<file path="config.mk">
export PLATFORM = sky130hd
export DESIGN_NAME = seq_chunk_adder
export DESIGN_NICKNAME = d
export VERILOG_FILES = /design/src/rtl/seq_chunk_adder.sv
export SDC_FILE = /design/constraint.sdc
export NUM_CORES = 1
export LEC_CHECK = 0
export BUFFER_PORTS_ARGS = -buffer_cell sky130_fd_sc_hd__buf_2
export CAP_MARGIN = 10
export CORE_UTILIZATION = 50
export CTS_BUF_LIST = sky130_fd_sc_hd__clkbuf_4
export CTS_CLUSTER_SIZE = 14
export DETAILED_ROUTE_END_ITERATION = 6
export PLACE_DENSITY = 0.88
export SYNTH_ARGS = -nofsm -noshare
export SYNTH_HDL_FRONTEND = slang
export SYNTH_SLANG_ARGS = --single-unit
</file>
<file path="constraint.sdc">
create_clock -name clk -period 1.91 [get_ports clk]
set_input_delay 0.2865 -clock clk [delete_from_list [all_inputs] [get_ports clk]]
set_output_delay 0.2865 -clock clk [all_outputs]
set_load 0.02 [all_outputs]
</file>
<file path="src/rtl/seq_chunk_adder.sv">
// seq_chunk_adder: multi-cycle ripple adder/subtractor.
// Adds two WIDTH-bit operands CHUNK bits per clock, LSB chunk first. The carry
// is kept in a register between chunks, so the combinational carry chain is
// only CHUNK bits long. An operation takes N = WIDTH/CHUNK RUN cycles plus one
// DONE cycle. sum/cout/overflow are loaded only on entry to DONE.
module seq_chunk_adder #(
    parameter int WIDTH = 16,
    parameter int CHUNK = 4
) (
    input  logic             clk,
    input  logic             rst,
    input  logic             start,
    input  logic             sub,
    input  logic [WIDTH-1:0] a,
    input  logic [WIDTH-1:0] b,
    input  logic             cin,
    output logic             busy,
    output logic             done,
    output logic [WIDTH-1:0] sum,
    output logic             cout,
    output logic             overflow
);

    localparam int N     = WIDTH / CHUNK;
    localparam int IDX_W = (N > 1) ? $clog2(N) : 1;
    localparam logic [IDX_W-1:0] LAST_IDX = IDX_W'(N - 1);

    if ((CHUNK < 1) || (CHUNK > WIDTH) || ((WIDTH % CHUNK) != 0)) begin : g_bad_params
        $error("seq_chunk_adder: WIDTH must be a positive multiple of CHUNK");
    end

    typedef enum logic [1:0] {
        S_IDLE = 2'd0,
        S_RUN  = 2'd1,
        S_DONE = 2'd2
    } state_t;

    state_t           r_state;
    state_t           w_state_next;
    logic             w_accept;
    logic             w_last;

    // Operand shift registers: the chunk being added always sits in the low bits.
    logic [WIDTH-1:0] r_a;
    logic [WIDTH-1:0] r_b;      // B, already inverted for subtraction
    logic             r_carry;
    logic [IDX_W-1:0] r_idx;
    logic [WIDTH-1:0] r_work;   // partial results shift in from the top
    logic             r_a_msb;  // sign of A, kept for overflow after A shifts out
    logic             r_b_msb;  // sign of B'
    logic [WIDTH-1:0] r_sum;
    logic             r_cout;
    logic             r_ovf;

    logic [CHUNK:0]   w_chunk_ext;
    logic [WIDTH-1:0] w_work_next;

    assign w_last = (r_idx == LAST_IDX);

    // State register.
    // NOTE: clocked state uses non-blocking (<=) so every flop samples the
    // pre-edge values; blocking here would create order-dependent races.
    always_ff @(posedge clk or posedge rst) begin
        if (rst) begin
            r_state <= S_IDLE;
        end else begin
            r_state <= w_state_next;
        end
    end

    // Next-state logic; start is honoured in IDLE and DONE, ignored in RUN.
    // NOTE: every signal driven here gets a default first, so no path leaves
    // it unassigned and no latch is inferred.
    always_comb begin
        w_state_next = r_state;
        w_accept     = 1'b0;
        case (r_state)
            S_IDLE: begin
                if (start) begin
                    w_accept     = 1'b1;
                    w_state_next = S_RUN;
                end
            end
            S_RUN: begin
                if (w_last) begin
                    w_state_next = S_DONE;
                end
            end
            S_DONE: begin
                if (start) begin
                    w_accept     = 1'b1;
                    w_state_next = S_RUN;
                end else begin
                    w_state_next = S_IDLE;
                end
            end
            default: begin
                w_state_next = S_IDLE;
            end
        endcase
    end

    // One CHUNK-bit slice of the ripple chain plus the shifted working register.
    always_comb begin
        w_chunk_ext = {1'b0, r_a[CHUNK-1:0]} + {1'b0, r_b[CHUNK-1:0]}
                    + {{CHUNK{1'b0}}, r_carry};
        w_work_next = (r_work >> CHUNK)
                    | (WIDTH'(w_chunk_ext[CHUNK-1:0]) << (WIDTH - CHUNK));
    end

    // Datapath: capture on accept, one chunk per RUN cycle, publish on the last chunk.
    always_ff @(posedge clk or posedge rst) begin
        if (rst) begin
            r_a     <= '0;
            r_b     <= '0;
            r_carry <= 1'b0;
            r_idx   <= '0;
            r_work  <= '0;
            r_a_msb <= 1'b0;
            r_b_msb <= 1'b0;
            r_sum   <= '0;
            r_cout  <= 1'b0;
            r_ovf   <= 1'b0;
        end else if (w_accept) begin
            r_a     <= a;
            r_b     <= sub ? ~b : b;
            r_carry <= sub | cin;
            r_idx   <= '0;
            r_work  <= '0;
            r_a_msb <= a[WIDTH-1];
            r_b_msb <= sub ? ~b[WIDTH-1] : b[WIDTH-1];
        end else if (r_state == S_RUN) begin
            r_a     <= r_a >> CHUNK;
            r_b     <= r_b >> CHUNK;
            r_carry <= w_chunk_ext[CHUNK];
            r_idx   <= r_idx + 1'b1;
            r_work  <= w_work_next;
            if (w_last) begin
                r_sum  <= w_work_next;
                r_cout <= w_chunk_ext[CHUNK];
                r_ovf  <= (r_a_msb == r_b_msb) && (w_work_next[WIDTH-1] != r_a_msb);
            end
        end
    end

    assign busy     = (r_state == S_RUN);
    assign done     = (r_state == S_DONE);
    assign sum      = r_sum;
    assign cout     = r_cout;
    assign overflow = r_ovf;

endmodule

</file>
======== Word-level counts from Yosys, hierarchy flattened ========
Index checks and enable logic that the tools add are counted.
operators by class
  $add $sub $neg .......................... 3
  eq/ne operators ......................... 7
  muxes and demuxes ....................... 18
  reduce and logical (&&, ||, !) cells .... 6
  bitwise logic cells ..................... 5
operator list
  operator                                               number
  2-to-1 mux 16 bit                                      7
  NOT 16 bit                                             1
  OR 12 x 16 -> 16 bit                                   1
  2-to-1 mux 2 bit                                       4
  2-to-1 mux 1 bit                                       6
  one-hot mux 2 bit (3 select lines)                     1
  adder 4 x 4 -> 5 bit                                   1
  adder 5 x 1 -> 5 bit                                   1
  == test 2 bit, second input constant                   2
  AND reduction 3 bit                                    1
  adder 2 x 1 -> 2 bit, second input constant            1
  == test 2 x 1 -> 1 bit, second input constant          1
  logical NOT 2 bit                                      1
  inequality test 2 x 1 -> 1 bit, second input constant  1
  inequality test 2 bit, second input constant           1
  NOT 1 bit                                              2
  AND reduction 2 bit                                    1
  nonzero test 2 bit                                     1
  OR reduction 2 bit                                     1
  == test 1 bit                                          1
  logical AND 1 bit                                      1
  inequality test 1 bit                                  1
  OR 1 bit                                               1
storage, ports and cells
  bits in registers ....................... 73
  output and inout port bits .............. 20
  input port bits ......................... 37

======== Depth between registers and ports, before layout ========
  depth in word-level cells ............... 5
  mapped depth ............................ 8

======== Worst setup path before layout ========
OpenSTA, ideal clock, no wires.
  kind .................................... flip-flop to flip-flop
  start ................................... register r_a[0]
  end ..................................... register r_carry
  cell stages (with the launch flop) ...... 7
  data required time ...................... 1,787 ps
  setup time .............................. 123 ps
  buffers on the path ..................... 0
  slack ................................... 65 ps
  arrival ................................. 1,722 ps
  clock period less this slack ............ 1,845 ps
  cell sequence ........................... dfrtp_1 > fa_1 > fa_1 > a21o_1 > a21oi_1 > a21o_1 > nand2_1
between the ends
  cells in the longest elaborated chain, start to end .. 4
RTL lines
  item                      RTL line  source
  start: declaration        44        logic [WIDTH-1:0] r_a;
  start signal: assignment  133       r_a <= r_a >> CHUNK;
  adder 4 x 4 -> 5 bit      105       w_chunk_ext = {1'b0, r_a[CHUNK-1:0]} + {1'b0, r_b[CHUNK-1:0]}
  adder 5 x 1 -> 5 bit      106       + {{CHUNK{1'b0}}, r_carry};
  2-to-1 mux 1 bit          132       end else if (r_state == S_RUN) begin
  2-to-1 mux 1 bit          124       end else if (w_accept) begin
  end signal: assignment    127       r_carry <= sub | cin;
  end signal: assignment    135       r_carry <= w_chunk_ext[CHUNK];
  end: declaration          46        logic r_carry;
Every way passes these cells. The select of a mux whose other input is x is not followed.
A chain may end at the register's enable or synchronous reset.

======== Worst setup path in the final report ========
Ends and elaborated chain as after synthesis.

==> flow_metrics.tcl <==
set metrics [dict create \
    status "finished clean" \
    drive_gt1_share_pct 28.5 \
    final_cells 412 \
    cp-end-kind "register" \
    hp-start "a[12]" \
    worstPathMaxFanout 2 \
    ys_warn_count 0 \
    port-buffer-count 56 \
    worst_slew_pin_slew_ns 0.775 \
    ant_nets 0 \
    fin_skew_ns 0.0142 \
    p_int_uw 3660 \
    path_class "register to register" \
    hold_path_class "input port to register" \
    antenna_cells 0 \
    wirelength_mm 5.70 \
    dr.first_iter.drc_count 122 \
    ys_seq_area_share_pct 55.9 \
    grt_pass1_wl_mm 9.72 \
    arrival_ns 2.15 \
    p_sw_share_pct 40.1 \
    grt_pass1_vias 2082 \
    ys_types 32 \
    start_kind "register" \
    track_usage_pct 19.9 \
    fp.dieH_um 80.6 \
    combPwrFrac_pct 45.4 \
    die_w_um 80.6 \
    yosys_most_used_dff "dfrtp_1" \
    clkSlewWorstSetupHoldPaths_ns 0.10 \
    min_period_ns 1.86 \
    total_power_uw 6110 \
    syn_to_final_growth_pct 14.9 \
    dr.pass1.iters 4 \
    dr_total_vias 2226 \
    r2r_start "r_a[0]" \
    io_pins 57 \
    async_reset_ff_share_pct 100 \
    netlist_area_mm2 0.00309 \
    maxSlewHeadroom_pct 48.2 \
    fmax_ghz 0.538 \
    root_buffer "clkbuf_4" \
    hold_viol_final 0 \
    clock_sinks 69 \
    reg2regPathDepth 6 \
    syn_avg_cell_area_um2 11.2 \
    peakVddDrop_mv 0.764 \
    syn_inst 276 \
    cts_made_buffers 9 \
    min_path_cells 2 \
    rr_endpoint "r_carry" \
    drcViolationCount 0 \
    cts_buffer_depth 2 \
    regToRegSetupSlack_ns 0.05 \
    hold_end "r_a[12]" \
    clk_latency_ns 0.41 \
    syn_nets 319 \
    gp_congestion 0.786 \
    viasPerCell 5.40 \
    layout_common_cells "69 x nand2_1, 69 x dfrtp_1, 56 x buf_2, 14 x xor2_1, 14 x a22o_1" \
    synth_seq_cells 69 \
    dp_hpwl_mm 3.92 \
    dieArea_mm2 0.00650 \
    synth_edf_count 0 \
    totalNegativeSetupSlack_ns 0 \
    pwr-share-clk_pct 12.7 \
    rows 28 \
    crit_required_ns 2.20 \
    maxSlewViolCount 0 \
    p_sw_uw 2450 \
    timing.final.crit_share_pct 97.3 \
    leakage_uw 0.00176 \
    grt_max_degree 48 \
    powerDensity_mw_per_mm2 1720 \
    p_seq_share_pct 41.9 \
    nets 375 \
    antenna_found_initial 0 \
    max-cap-violations 0 \
    core_area_mm2 0.00596 \
    dp.cells 396 \
    start_util_pct 51.9 \
    cts_max_level 3 \
    routedWlPerCell_um 13.8 \
    setup-violations-final 0 \
    cts_tree "built" \
    gr-total-overflow 0 \
]
==> what timing repair did <==
action	in CTS	in global routing
resized for setup	1	4
hold buffers	1	0
pin swaps	0	0
endpoints found under the hold margin	22	0
setup endpoints to repair	2	2
buffers inserted	0	0
==> layout make-up <==
cell class                      count  area, um^2
Clock inverter                      5        27.5
Multi-Input combinational cell    187        1230
Sequential cell                    69        1730
Timing Repair Buffer               62         340
Tap cell                           75        93.8
Inverter                            3        46.3
Fill cell                         528        2410
Clock buffer                       11        82.6
==> critical path: stages, from the launching register on <==
cell	delay [ns]
dfrtp_1	0.42
fa_2	0.41
fa_1	0.39
a21o_1	0.21
a21oi_2	0.15
a21o_1	0.13
nand2_1	0.05
==> state kept, by name, summed over array words and instances, names as in the netlist <==
signal and cells:
r_b_msb 1, r_b 16, cout 1, overflow 1, r_a 16, r_carry 1, r_a_msb 1, sum 16
r_state 2, r_work 12, r_idx 2
==> cell usage after synthesis (4+ instances only) <==
cell	n	area share [%]
dfrtp_1	69	56
nand2_1	69	8.4
a22o_1	14	4.0
xor2_1	14	4.0
a22oi_1	12	2.9
a31oi_1	12	2.4
nor2_1	12	1.5
o21ai_0	12	1.9
buf_2	8	1.3
mux2_4	8	3.9
mux2_2	6	2.2
clkbuf_1	4	0.49
ha_1	4	1.6
xnor2_1	4	1.1
==> cells by family after synthesis <==
| logic type | share of synthesized area [%] |
|---|---|
| AO/OA/AOI/OAI | 12.8 |
| XOR/XNOR | 5.10 |
| adder cells (fa/ha/maj) | 2.92 |
| buffers and inverters | 4.46 |
| flip-flops | 55.9 |
| multiplexers | 6.08 |
| AND/OR/NAND/NOR | 12.7 |
==> through the flow <==
step	utilization [%]	cell area (um^2)	hold slack, ns	setup slack (ns)
floorplan	-	3090	0.410	0.0649
global placement	57.2	3410	0.335	0.0469
detailed placement	57.2	3410	0.350	-0.00281
CTS	59.2	3520	0.0806	0.0496
global route	59.6	3550	0.0874	-0.00190
finish	59.6	3550	0.101	0.0517
==> power by group through the flow <==
stage	clock (uW)	combinational [uW]	sequential (uW)
after floorplan	0	1970	2700
after global placement	0	2610	2540
after detailed placement	0	2720	2590
after CTS	794	2710	2560
after global routing	863	3090	2640
final	774	2780	2560
==> per-layer routing <==
layer | vias to the layer above | share of wire [%] | GRT usage (%)
met3 | 13 | 5.2 | 3.52
met5 | - | 0 | 0
met1 | 1081 | 45 | 26.6
li1 | 1058 | - | -
met2 | 74 | 49 | 31.4
met4 | 0 | 1.6 | 8.93
==> worst max path at each step <==
stage                start      end  slack, ns  cells after the start
detailed placement  r_a[0]  r_carry     -0.003                      6
global placement    r_a[0]  r_carry       0.05                      6
CTS                 r_a[0]  r_carry       0.05                      6
floorplan           r_a[0]  r_carry       0.06                      6
global route        r_a[0]  r_carry     -0.002                      6
finish              r_a[0]  r_carry       0.05                      6
(Power assumes the default switching activity.)
